`config.mk`:
```
export PLATFORM = sky130hd
export DESIGN_NAME = hazard_ctrl
export DESIGN_NICKNAME = d
export VERILOG_FILES = /design/src/rtl/hazard_ctrl.sv
export SDC_FILE = /design/constraint.sdc
export NUM_CORES = 1
export LEC_CHECK = 0
export BUFFER_PORTS_ARGS = -buffer_cell sky130_fd_sc_hd__clkbuf_2
export CAP_MARGIN = 30
export CORE_AREA = 2 2 73 75
export DETAILED_ROUTE_END_ITERATION = 16
export DIE_AREA = 0 0 75 77
export GPL_TIMING_DRIVEN = 0
export PLACE_DENSITY = 0.63
export SLEW_MARGIN = 15
export SYNTH_ARGS = -nofsm -noshare
export SYNTH_HDL_FRONTEND = slang
export SYNTH_SLANG_ARGS = --single-unit
```
`constraint.sdc`:
```
create_clock -name clk -period 1.9 [get_ports clk]
set_clock_uncertainty 0.2 [all_clocks]
set_input_delay 0.095 -clock clk [delete_from_list [all_inputs] [get_ports clk]]
set_output_delay 0.095 -clock clk [all_outputs]
set_load 0.05 [all_outputs]
```
`src/rtl/hazard_ctrl.sv`:
```
// rtl/hazard_ctrl.sv - pipeline hazard controller: load-use stall, redirect flush, dmem wait freeze
// Optional HAZARD_PERF_CNT_EN adds saturating stall/flush performance counters.
module hazard_ctrl #(
  parameter int LOAD_LAT    = 1,
  parameter int MEM_TIMEOUT = 255
) (
  input  logic        clk,
  input  logic        reset,
  input  logic [4:0]  id_rs1,
  input  logic [4:0]  id_rs2,
  input  logic        id_use_rs1,
  input  logic        id_use_rs2,
  input  logic [4:0]  ex_rd,
  input  logic        ex_load,
  input  logic        ex_nop,
  input  logic        ex_take,
  input  logic        dmem_req,
  input  logic        dmem_ack,
  output logic        pc_hold,
  output logic        if_id_hold,
  output logic        if_id_flush,
  output logic        id_ex_bubble,
  output logic        id_ex_hold,
  output logic        ex_mem_hold,
  output logic        mem_err,
  output logic [1:0]  state,
  output logic [31:0] stall_cnt,
  output logic [31:0] flush_cnt
);

  typedef enum logic [1:0] {
    RUN        = 2'd0,
    LOAD_STALL = 2'd1,
    MEM_WAIT   = 2'd2
  } state_t;

  localparam logic [2:0] LCNT_INIT = 3'(LOAD_LAT - 1);
  localparam logic [7:0] WAIT_LAST = 8'(MEM_TIMEOUT - 1);

  state_t     cur_state, nxt_state, ret_state, nxt_ret;
  logic [2:0] lcnt, nxt_lcnt;
  logic [7:0] wait_cnt, nxt_wait_cnt;
  logic       load_use, take, mem_wait;
  logic       freeze, stall, flush, set_err;

  assign load_use = ex_load & ~ex_nop & (ex_rd != 5'd0) &
                    ((id_use_rs1 & (id_rs1 == ex_rd)) | (id_use_rs2 & (id_rs2 == ex_rd)));
  assign take     = ex_take & ~ex_nop;
  assign mem_wait = dmem_req & ~dmem_ack;

  always_ff @(posedge clk or negedge reset) begin
    if (!reset) begin
      cur_state <= RUN;
      ret_state <= RUN;
      lcnt      <= 3'd0;
      wait_cnt  <= 8'd0;
      mem_err   <= 1'b0;
    end else begin
      cur_state <= nxt_state;
      ret_state <= nxt_ret;
      lcnt      <= nxt_lcnt;
      wait_cnt  <= nxt_wait_cnt;
      if (set_err) mem_err <= 1'b1;
    end
  end

  always_comb begin
    nxt_state    = cur_state;
    nxt_ret      = ret_state;
    nxt_lcnt     = lcnt;
    nxt_wait_cnt = wait_cnt;
    freeze       = 1'b0;
    stall        = 1'b0;
    flush        = 1'b0;
    set_err      = 1'b0;
    case (cur_state)
      RUN: begin
        if (mem_wait) begin
          freeze       = 1'b1;
          nxt_state    = MEM_WAIT;
          nxt_ret      = RUN;
          nxt_wait_cnt = 8'd0;
        end else if (take) begin
          flush = 1'b1;
        end else if (load_use) begin
          stall = 1'b1;
          if (LOAD_LAT > 1) begin
            nxt_state = LOAD_STALL;
            nxt_lcnt  = LCNT_INIT;
          end
        end
      end
      LOAD_STALL: begin
        // lcnt is left untouched across a memory freeze so the stall resumes where it paused
        if (mem_wait) begin
          freeze       = 1'b1;
          nxt_state    = MEM_WAIT;
          nxt_ret      = LOAD_STALL;
          nxt_wait_cnt = 8'd0;
        end else begin
          stall    = 1'b1;
          nxt_lcnt = lcnt - 3'd1;
          if (lcnt <= 3'd1) nxt_state = RUN;
        end
      end
      MEM_WAIT: begin
        if (dmem_ack) begin
          nxt_state = ret_state;
        end else if (wait_cnt >= WAIT_LAST) begin
          set_err   = 1'b1;
          nxt_state = ret_state;
        end else begin
          freeze = 1'b1;
          if (wait_cnt != 8'hFF) nxt_wait_cnt = wait_cnt + 8'd1;
        end
      end
      default: nxt_state = RUN;
    endcase
  end

  // Controls are forced low while reset is asserted so an abort is visible immediately
  assign pc_hold      = reset & (freeze | stall);
  assign if_id_hold   = reset & (freeze | stall);
  assign if_id_flush  = reset & flush;
  assign id_ex_bubble = reset & (stall | flush);
  assign id_ex_hold   = reset & freeze;
  assign ex_mem_hold  = reset & freeze;
  assign state        = cur_state;

`ifdef HAZARD_PERF_CNT_EN
  always_ff @(posedge clk or negedge reset) begin
    if (!reset) begin
      stall_cnt <= 32'd0;
      flush_cnt <= 32'd0;
    end else begin
      if (pc_hold && stall_cnt != 32'hFFFF_FFFF) stall_cnt <= stall_cnt + 32'd1;
      if (if_id_flush && flush_cnt != 32'hFFFF_FFFF) flush_cnt <= flush_cnt + 32'd1;
    end
  end
`else
  assign stall_cnt = 32'd0;
  assign flush_cnt = 32'd0;
`endif

endmodule

```
-- Word-level counts from Yosys, hierarchy flattened
Cells that the tools add are included.
- register bits after elaboration: 16
- logic and storage cells: 77
- output and inout bits: 73
- input port bits: 24
- add/sub/neg operators: 2
- mux-type cells: 29
- equality and inequality tests: 13
- bitwise logic cells: 17
- $lt $le $gt $ge: 2
- reduce and logical (&&, ||, !) cells: 9
- operators by type and width (cell ; number):
    $mux 8 ; 4
    $pmux 8 s2 ; 1
    $mux 2 ; 7
    $mux 1 ; 13
    $and 1x1->1 ; 11
    $eq 5x5->1 ; 2
    $ne 2x2->1 const B ; 5
    $add 8x1->8 const B ; 1
    $ge 8x8->1 const B ; 1
    $ne 8x8->1 const B ; 1
    $ne 3x3->1 const B ; 2
    $pmux 2 s3 ; 1
    $reduce_and 3->1 ; 2
    $reduce_and 5->1 ; 1
    $reduce_bool 5->1 ; 1
    $pmux 1 s2 ; 2
    $pmux 2 s2 ; 1
    $reduce_bool 2->1 ; 2
    $le 3x1->1 const B ; 1
    $not 1->1 ; 3
    $or 1x1->1 ; 3
    $sub 3x1->3 const B ; 1
    $eq 2x1->1 const B ; 1
    $eq 2x2->1 const B ; 1
    4 further kinds ; 4

-- Longest topological paths before layout
- depth after elaboration: 10
- mapped depth: 7
- gate-level depth less buffers: 6

-- Worst setup path before layout
No wires, ideal clock.
- kind: flip-flop to output port
- start point: reg cur_state[0], in the netlist state[0]
- end point: out pc_hold
- data required time: 1.605 ns
- arrival time: 2.803 ns
- stages on the path, launching flop included: 6
- buffers on the path: 1
- slack: -1.198 ns
- path through: dfrtp_1 nand2b_1 nor4_1 o2111ai_1 o21ai_0 buf_4
- word-level cells in the longest chain between the ends: 5
- elaborated cells between the ends (all ways): 8
- classes of those cells: 2 x eq/ne; 2 x mux; 2 x bitwise; 2 x reduce/logical
- ends and longest elaborated chain (what ; line ; text):
    start, declared ; 40 ; state_t cur_state, nxt_state, ret_state, nxt_ret;
    start signal, assigned ; 59 ; cur_state <= nxt_state;
    $eq 2x1->1 or $logic_not 2->1 (tied branches) ; 76 ; case (cur_state)
    $reduce_or 2->1 (no line) ; - ;
    $pmux 1 s2 ; 76 ;
    $or 1x1->1 (*) ; - ;
    $and 1x1->1 (*) ; - ;
    end, declared ; 19 ; output logic pc_hold,
Every way passes the cells marked *; elsewhere a longest branch is shown, timed or not.

-- Worst setup path in the final report
- start point: reg wait_cnt[0]
- end point: out id_ex_hold
- word-level cells in the longest chain between the ends: 5
- ends and longest elaborated chain (what ; line ; text):
    start, declared ; 42 ; logic [7:0] wait_cnt, nxt_wait_cnt;
    start signal, assigned ; 62 ; wait_cnt <= nxt_wait_cnt;
    $ge 8x8->1 ; 109 ; end else if (wait_cnt >= WAIT_LAST) begin
    $mux 1 ; 109 ;
    $mux 1 ; 107 ; if (dmem_ack) begin
    $pmux 1 s2 ; 76 ;
    $and 1x1->1 ; 126 ; assign id_ex_hold = reset & freeze;
    end, declared ; 23 ; output logic id_ex_hold,
No other way between the ends.

==> metrics <==
result of the run=finished, violations left; failing checks=setup timing; Rows=26; most common flop cell mapped by yosys=sky130_fd_sc_hd__dfrtp_1; Core ar.=4980 sq um; data required time at the worst endpoint=between 1.5 and 2 ns; Max Clk Rate=453 MHz; Detailed Route Iter0 Violations=35; number of clock buffers inserted by TritonCTS=3; Post-Synthesis Mean Instance Area=8.75 sq um; number of hold-slack violations in the final timing report=0; unrepaired setup endpoints after global routing=yes; Total Nets Final=315; minimum clock period after layout=2.21 ns; average wire length per cell after detail routing=between 9 and 10 um; total grt overflow=0; count of flip-flops with a built-in enable after synthesis=0; post-CTS clock slew at the launch and capture registers of the worst setup and hold paths=0.07 ns; # DRC=0; Max rail drop VDD=0.000375 V; die width=75 um; maximum fanout encountered on the critical timing path=3; top-area cell type share of the netlist area=33.9%; met2 usage in global routing=just over 20%; # clock sinks=15; setup violation total in the final timing report=5; initial antenna violation count=0; Clock Tree Root=sky130_fd_sc_hd__clkbuf_8; TritonRoute pass-1 iters=4; maximum number of buffers from clock root to sink=2; total power per unit cell area=626 nW/um^2; critical path launch point type=register; pin count of the biggest net entering global routing=16; top cell types by occurrence after synthesis=sky130_fd_sc_hd__buf_4, sky130_fd_sc_hd__dfrtp_1, sky130_fd_sc_hd__xor2_1; first-pass GRT wire length=around 5 mm; post-detailed-routing wire length=between 3 and 4 mm; arrival time of the worst setup path=about 1.9 ns; height of the chip=77 um; Vias per Instance=~3.7; buffers added on ports=32; GR Util met1=around an eighth; transition time at the pin with the least slew margin=0.704 ns; final-report max-slew violation count=0; Diodes inserted=0; sequential share of the synthesized area=25.7%; Die Footprint=roughly 5800 sq um; via count of the routed design=1322; remaining antenna violation count=0; vias in the first global route=~1200; async set or reset register ratio after synthesis=100%; leakage power summed over all cells=around 1.3 nW; post-detail-place hpwl=2.48 mm; final core area utilization=46.8%; warnings from Yosys=0; total number of H-tree levels=1; P&R area growth vs syn=59.2%; Final GP Congestion=about 0.76; top cells by area in the synthesized netlist=sky130_fd_sc_hd__buf_4, sky130_fd_sc_hd__dfrtp_1, sky130_fd_sc_hd__xor2_1, sky130_fd_sc_hd__ha_1, sky130_fd_sc_hd__xnor2_1; Yosys top cell by area=sky130_fd_sc_hd__buf_4; number of synthesized register bits=15; kind of capture point of the worst setup path=output port; cells after synthesis=167; Synth Cell Area=1460 sq um; worst slack after detailed placement=-0.280 ns; critical path class=register to output port; most crowded layer after global routing=met2; filler instances=514; number of max-cap violations=0; global routing met3 resource utilization=under 10%; worst slew margin relative to its limit=52.9%; type of the worst min-delay path=input pin to register; most common cell in the netlist=sky130_fd_sc_hd__buf_4; total I/O pin count=97; fraction of final layout cells with drive strength greater than 1=49.0%; Netlist cell types=36; post-route worst setup slack=-0.307 ns; initial standard-cell utilization of the core=29.4%; global-route usage over all layers=10.8%; source-to-sink clock delay at the later pin of the worst-skew pair=0.25 ns; final period utilization=116%; clock tree from TritonCTS=done; Pwr Total=1.46 mW
-- what timing repair did --
action,CTS,global route
gates cloned,0,0
setup endpoints to repair,5,6
endpoints found under the hold margin,15,0
gates resized for setup,24,10
pin swaps,3,3
setup buffers,12,8
hold buffers,1,0
-- final cells by class --
cell class | count | area [sq um] | share of cell area, %
plain buffers | 66 | 503 | 21.6
multi-input cells | 144 | 900 | 38.7
clock inverters | 1 | 5.00 | 0.215
clock buffers | 3 | 41.3 | 1.77
flip-flops and latches | 15 | 379 | 16.3
well taps | 70 | 87.6 | 3.76
repair buffers | 52 | 393 | 16.9
inverters | 5 | 18.8 | 0.806
-- routing by layer --
metal  part of all wire, %  wire [um]
met5                     0          0
met4                  0.96         34
met3                   7.7        274
met2                    51       1790
met1                    41       1430
-- registers in the layout, indices dropped and copies added (netlist names) --
name	flops
state	2
wait_cnt	8
mem_err	1
ret_state	1
lcnt	3
-- final timing paths --
path / startpoint / end / slack [ns] / cells past startpoint
min reg2reg: mem_err / mem_err / 0.26 / 1
max: wait_cnt[0] / id_ex_hold / -0.31 / 8
min: dmem_ack / mem_err / 0.15 / 4
max in group asynchronous: reset / wait_cnt[2] / 0.60 / 2
max reg2reg: wait_cnt[0] / wait_cnt[1] / 0.07 / 8
min in group asynchronous: reset / wait_cnt[1] / 0.40 / 2
-- kinds of logic after synthesis --
kind of cell	count (synthesis)	synth area share, %
adder cells (fa/ha/maj)	4	3.42
buffers and inverters	71	35.2
AO/OA/AOI/OAI	24	11.5
other	1	0.257
XOR/XNOR	14	8.39
flip-flops	15	25.7
AND/OR/NAND/NOR	38	15.6
-- cell usage in the layout (no fill, tap or decap), drive strengths merged, types with 2 or more instances in the layout --
cell type	n
a21oi	3
o2111ai	2
nor4	3
nand2	8
o211ai	4
o21ai	4
dfrtp	15
ha	4
buf	89
nand3	4
inv	5
nor3b	3
xnor2	4
xor2	10
nor3	3
o31ai	4
and2	5
nor2	5
clkbuf	31
conb	64
-- metrics by stage --
step	hold WS, ns	std cells	area [sq um]	TNS [ns]
global route	0.158	356	2330	-1.43
detailed placement	-0.136	332	1980	-0.717
floorplan	-0.401	230	1730	-0.347
global placement	-0.142	332	1980	-0.626
finish	0.145	356	2330	-0.919
CTS	0.123	349	2250	-0.927
-- report_power, final --
| part | switching, mW | internal, mW |
|---|---|---|
| combinational | 0.506 | 0.287 |
| sequential | 0.0340 | 0.364 |
| clock | 0.120 | 0.146 |
-- worst max-delay path, stage by stage (launching register included) --
cell	delay, ns
sky130_fd_sc_hd__dfrtp_1	0.38
sky130_fd_sc_hd__inv_1	0.06
sky130_fd_sc_hd__ha_2	0.18
sky130_fd_sc_hd__nor2_2	0.04
sky130_fd_sc_hd__o31a_1	0.31
sky130_fd_sc_hd__or2_4	0.25
sky130_fd_sc_hd__and2_4	0.17
sky130_fd_sc_hd__buf_6	0.11
sky130_fd_sc_hd__clkbuf_16	0.16
No activity file was read; power rests on OpenSTA's default activity.
